[config.mk]
export PLATFORM = sky130hd
export DESIGN_NAME = series_approx_engine
export DESIGN_NICKNAME = d
export VERILOG_FILES = /design/src/rtl/series_approx_engine.sv
export SDC_FILE = /design/constraint.sdc
export NUM_CORES = 2
export LEC_CHECK = 0
export ABC_CLOCK_PERIOD_IN_PS = 10650
export BUFFER_PORTS_ARGS = -buffer_cell sky130_fd_sc_hd__buf_2
export CAP_MARGIN = 15
export CORE_ASPECT_RATIO = 0.75
export CORE_UTILIZATION = 45
export DETAILED_ROUTE_END_ITERATION = 12
export REMOVE_ABC_BUFFERS = 1
export SETUP_SLACK_MARGIN = 0.5
export SYNTH_ARGS = -nofsm -noshare
export SYNTH_HDL_FRONTEND = slang
export SYNTH_SLANG_ARGS = --single-unit
[constraint.sdc]
create_clock -name clk -period 10.65 [get_ports clk]
set_clock_uncertainty 0.2 [all_clocks]
set_input_delay 0.5325 -clock clk [delete_from_list [all_inputs] [get_ports clk]]
set_output_delay 0.5325 -clock clk [all_outputs]
set_load 0.02 [all_outputs]
[src/rtl/series_approx_engine.sv]
// series_approx_engine: fixed-point power-series evaluator, ln(x) with t = x-1 or exp(x) with t = x.
// Define SERIES_EARLY_TERM_EN to end a run once |term| <= eps_i.
module series_approx_engine #(
    parameter int WIDTH = 16,
    parameter int FRAC  = 12,
    parameter int N_MAX = 8
) (
    input  logic             clk,
    input  logic             rst,
    input  logic             start_i,
    input  logic             mode_i,
    input  logic [WIDTH-1:0] x_i,
    input  logic [WIDTH-1:0] eps_i,
    output logic             busy_o,
    output logic             done_o,
    output logic [WIDTH-1:0] result_o,
    output logic [3:0]       terms_o,
    output logic             overflow_o
);
    localparam int DW = 2 * WIDTH;
    localparam logic signed [DW-1:0] SAT_MAX = {{(WIDTH+1){1'b0}}, {(WIDTH-1){1'b1}}};
    localparam logic signed [DW-1:0] SAT_MIN = {{(WIDTH+1){1'b1}}, {(WIDTH-1){1'b0}}};
    localparam logic signed [DW-1:0] ONE     = DW'(1) << FRAC;
    localparam logic signed [WIDTH-1:0] ONE_W = ONE[WIDTH-1:0];
`ifdef SERIES_EARLY_TERM_EN
    localparam logic EARLY_EN = 1'b1;
`else
    localparam logic EARLY_EN = 1'b0;
`endif

    typedef enum logic [2:0] {S_IDLE, S_PREP, S_TERM, S_ACC, S_POW, S_DONE} state_t;

    // Magnitude is round-half-up(2^FRAC / d): floor((2^(FRAC+1) + d) / 2d).
    function automatic logic signed [WIDTH-1:0] coef(input logic is_exp, input int unsigned n);
        logic [63:0] d;
        logic [63:0] mag;
        d = 64'd1;
        if (is_exp) begin
            for (int unsigned i = 2; i <= n; i++) d = d * 64'(i);
        end else begin
            d = 64'(n);
        end
        mag = ((64'd1 << (FRAC + 1)) + d) / (d << 1);
        return (!is_exp && (n % 2 == 0)) ? -WIDTH'(mag) : WIDTH'(mag);
    endfunction

    function automatic logic signed [WIDTH-1:0] sat(input logic signed [DW-1:0] v);
        if (v > SAT_MAX) return SAT_MAX[WIDTH-1:0];
        if (v < SAT_MIN) return SAT_MIN[WIDTH-1:0];
        return v[WIDTH-1:0];
    endfunction

    function automatic logic ovf_of(input logic signed [DW-1:0] v);
        return (v > SAT_MAX) || (v < SAT_MIN);
    endfunction

    logic signed [WIDTH-1:0] ln_c  [16];
    logic signed [WIDTH-1:0] exp_c [16];
    for (genvar g = 0; g < 16; g++) begin : g_coef
        if (g < N_MAX) begin : g_used
            assign ln_c[g]  = coef(1'b0, g + 1);
            assign exp_c[g] = coef(1'b1, g + 1);
        end else begin : g_unused
            assign ln_c[g]  = '0;
            assign exp_c[g] = '0;
        end
    end

    state_t                  state;
    logic                    mode_r;
    logic signed [WIDTH-1:0] x_r;
    logic [WIDTH-1:0]        eps_r;
    logic signed [WIDTH-1:0] t, p, term, y;
    logic [3:0]              n;
    logic                    ovf;

    logic signed [DW-1:0]    t_wide, term_wide, pow_wide, sum_wide;
    logic signed [WIDTH-1:0] c_sel, t_prep;
    logic [WIDTH-1:0]        term_mag;
    logic                    stop;

    always_comb begin
        c_sel     = mode_r ? exp_c[n - 4'd1] : ln_c[n - 4'd1];
        t_wide    = DW'(x_r) - ONE;
        t_prep    = mode_r ? x_r : sat(t_wide);
        term_wide = (DW'(p) * DW'(c_sel)) >>> FRAC;
        pow_wide  = (DW'(p) * DW'(t)) >>> FRAC;
        sum_wide  = DW'(y) + DW'(term);
        term_mag  = term[WIDTH-1] ? -term : term;
        stop      = (n == 4'(N_MAX)) || (EARLY_EN && (term_mag <= eps_r));
    end

    always_ff @(posedge clk or posedge rst) begin
        if (rst) begin
            state      <= S_IDLE;
            busy_o     <= 1'b0;
            done_o     <= 1'b0;
            result_o   <= '0;
            terms_o    <= '0;
            overflow_o <= 1'b0;
            mode_r     <= 1'b0;
            x_r        <= '0;
            eps_r      <= '0;
            t          <= '0;
            p          <= '0;
            term       <= '0;
            y          <= '0;
            n          <= '0;
            ovf        <= 1'b0;
        end else begin
            case (state)
                S_IDLE: if (start_i) begin
                    mode_r <= mode_i;
                    x_r    <= x_i;
                    eps_r  <= eps_i;
                    busy_o <= 1'b1;
                    state  <= S_PREP;
                end
                S_PREP: begin
                    t     <= t_prep;
                    p     <= t_prep;
                    n     <= 4'd1;
                    y     <= mode_r ? ONE_W : '0;
                    ovf   <= !mode_r && ovf_of(t_wide);
                    state <= S_TERM;
                end
                S_TERM: begin
                    term  <= sat(term_wide);
                    ovf   <= ovf | ovf_of(term_wide);
                    state <= S_ACC;
                end
                S_ACC: begin
                    y   <= sat(sum_wide);
                    ovf <= ovf | ovf_of(sum_wide);
                    // Outputs load on the way into DONE so they are valid while done_o is high.
                    if (stop) begin
                        result_o   <= sat(sum_wide);
                        terms_o    <= n;
                        overflow_o <= ovf | ovf_of(sum_wide);
                        done_o     <= 1'b1;
                        state      <= S_DONE;
                    end else begin
                        state <= S_POW;
                    end
                end
                S_POW: begin
                    p     <= sat(pow_wide);
                    ovf   <= ovf | ovf_of(pow_wide);
                    n     <= n + 4'd1;
                    state <= S_TERM;
                end
                S_DONE: begin
                    done_o <= 1'b0;
                    busy_o <= 1'b0;
                    state  <= S_IDLE;
                end
                default: state <= S_IDLE;
            endcase
        end
    end
endmodule

==> flow_summary.json <==
{
  "syn_inst": 2778,
  "fin_nets": 3476,
  "ff_latch_area_um2": 2803,
  "max_stage_delay_ns": 0.59,
  "relSlewSlack": 0.2731,
  "rsz0062_at_grt": "no",
  "dpl.hpwl_mm": 52.49,
  "grt_pass1_vias": 19860,
  "max_freq_mhz": 103.0,
  "drive_gt1_frac": 0.05685,
  "synthArstFlopShare": 1.000,
  "dp_cells": 3449,
  "die_height_um": 207.3,
  "ys_types": 79,
  "grt_max_degree": 60,
  "layout_common_cells": "inv_1, fa_1, nand2_1",
  "finalCritPeriodShare": 0.9113,
  "wl_per_cell_um": 18.69,
  "finalWirelength_mm": 64.79,
  "overflow": 0,
  "placed_cell_area_um2": 26190,
  "finalSetupViolCount": 0,
  "cp_max_fo": 13,
  "worstPathRequired_ns": 10.67,
  "yosysWarnings": 0,
  "report.final.hold_viol_count": 0,
  "io_pins": 59,
  "numCtsBuffers": 9,
  "cts_tree": "yes",
  "synth_flop_cell": "dfrtp_1",
  "holdBufCountCts": 0,
  "antenna_left": 0,
  "syn_area_um2": 25280,
  "insertion_delay_ns": 0.39,
  "path_common_cell": "fa_1",
  "cp_data_arrival_time_ns": 9.73,
  "num_vias": 18760,
  "die_w_um": 275.7,
  "drt_iter0_drc": 1224,
  "hold_path_class": "in -> async",
  "grt_util_all_layers": 0.2427,
  "clock-root-buffer": "clkbuf_16",
  "htreeDepth": 3,
  "areaGrowthSynthToFinish_pct": 4.855,
  "synth-edff-count": 0,
  "place_congestion": 0.9208,
  "multiInputGateArea_um2": 19770,
  "clock-sinks": 112,
  "layout_commonest_cell": "inv_1",
  "setup-tns-final_ns": 0,
  "rows": 74,
  "ff2ff_path_depth": 29,
  "slew_viol_final": 0,
  "cp_slowest_cell": "nor2_2",
  "status": "completed",
  "worst_slew_pin_slew_ns": 1.084,
  "drc_errors": 0,
  "syn_avg_cell_area_um2": 9.100,
  "start_util": 0.4597,
  "cts.clk_slew.worst_paths_ns": 0.09,
  "cp-start-kind": "flip-flop",
  "clockBufferDepth": 2,
  "viasPerCell": 5.411,
  "yosysSeqAreaShare": 0.1109,
  "fin_area_um2": 26510,
  "path_class": "reg -> reg",
  "period_needed_ns": 9.705,
  "antenna_found_initial": 0,
  "fillers": 5292,
  "first_pass_iters": 5,
  "cap_violations": 0,
  "grt_pass1_wl_mm": 108.4,
  "core_um2": 55000,
  "die_area_um2": 57140,
  "synth.ff_latch_count": 112,
  "stdcell_count": 3467,
  "end_kind": "flip-flop",
  "portBuffers": 42
}
## through the flow
stage                     hold WS (ns)  setup slack [ns]    util
final                          0.03453            0.9448  0.4820
after global routing           0.08347            0.5014  0.4819
after CTS                      0.05683            0.7136  0.4818
after detailed placement        0.2472            0.7566  0.4762
after global placement          0.2444            0.9390  0.4762
after floorplan                 0.2563             2.118       -
## synth_stat cells (4+ instances only)
cell         n  area (um^2)
inv_1      591         2218
a211oi_1     9        67.56
nand2_1    391         1468
nand4_1     18        112.6
a22o_1      15        131.4
and2_1     173         1082
and3_1      31        193.9
nor2_1      63        236.5
o21a_1      11        82.58
o21bai_1    10        75.07
o211ai_1     9        67.56
a31oi_1      9        56.30
mux2_2      15        168.9
a22oi_1      4        30.03
a2111oi_0    5        43.79
o21ai_0     80        400.4
nor4_1       6        37.54
xnor2_1     38        332.8
nand3_1     16        80.08
a221o_1     15        150.1
nand3b_1     5        37.54
ha_1       184         2302
a22oi_2     11        137.6
a21boi_0     6        45.04
nor3_1      24        120.1
a21oi_1    115        575.6
nand2b_1    26        162.7
nor2b_1      7        43.79
clkbuf_1   124        465.5
mux2i_1      4        40.04
a21o_1      31        232.7
fa_1       517        10350
xor2_1      27        236.5
or3_1        9        56.30
dfrtp_1    112         2803
or2_2        6        37.54
a31o_2       4        35.03
## worst max-delay path: cells and delay by family, from the launching register on
family          cells  cell delay (ns)
fa+ha+maj           9             4.08
simple gates        7             1.86
compound gates      5             1.39
buf+inv             6             0.83
xor+xnor            2             0.67
flops               1             0.52
## repair_timing
| item | 4_1_cts | 5_1_grt |
|---|---|---|
| buffers inserted | 0 | 0 |
| setup endpoints to repair | 0 | 16 |
| gates resized for setup | 0 | 3 |
## layer usage
metal / GRT usage / up-vias / wire length, um
met3: 0.05252 / 52 / 5110
met5: 0 / - / 0
met4: 0.03922 / 0 / 792
met2: 0.3479 / 587 / 27360
li1: - / 8486 / -
met1: 0.3791 / 9634 / 31530
## cells by family (layout without fill, tap and decap cells)
group / after synthesis / count (layout) / share of synthesized area
AOI/OAI and AO/OA: 371 / 371 / 0.09983
other: 0 / 1 / 0
xor gates and xnor gates: 66 / 66 / 0.02316
buffers and inverters: 722 / 688 / 0.1081
muxes: 19 / 19 / 0.008265
adders and majority gates: 701 / 701 / 0.5005
DFF: 112 / 112 / 0.1109
and+or+nand+nor: 787 / 787 / 0.1493
## registers in the layout, summed over array words and instances, names as in the netlist, 3 cells and up
register  cells
x_r          16
state         3
term         16
t            16
n             4
y            16
terms_o       4
p            16
result_o     16
## worst paths after layout
path	end	slack, ns	from
worst min register to register	terms_o[3]	0.27	terms_o[3]
max in group asynchronous	p[3]	8.93	rst
worst max register to register	term[14]	0.94	n[0]
worst min-delay path	done_o	0.03	rst
min in group clk	x_r[12]	0.15	x_i[12]
worst max-delay path	term[14]	0.94	n[0]
## area by class of cell
class / instances / area share
Multi-Input combinational cell: 1944 / 0.7460
Sequential cell: 112 / 0.1057
Inverter: 592 / 0.08392
Tap cell: 722 / 0.03408
Timing Repair Buffer: 80 / 0.01860
Clock buffer: 9 / 0.008496
Clock inverter: 7 / 0.003115
Antenna cell: 1 / 0.00009440
Power is not shown: default switching activity piles up to over one toggle a cycle in this logic, so the estimate is an artifact.
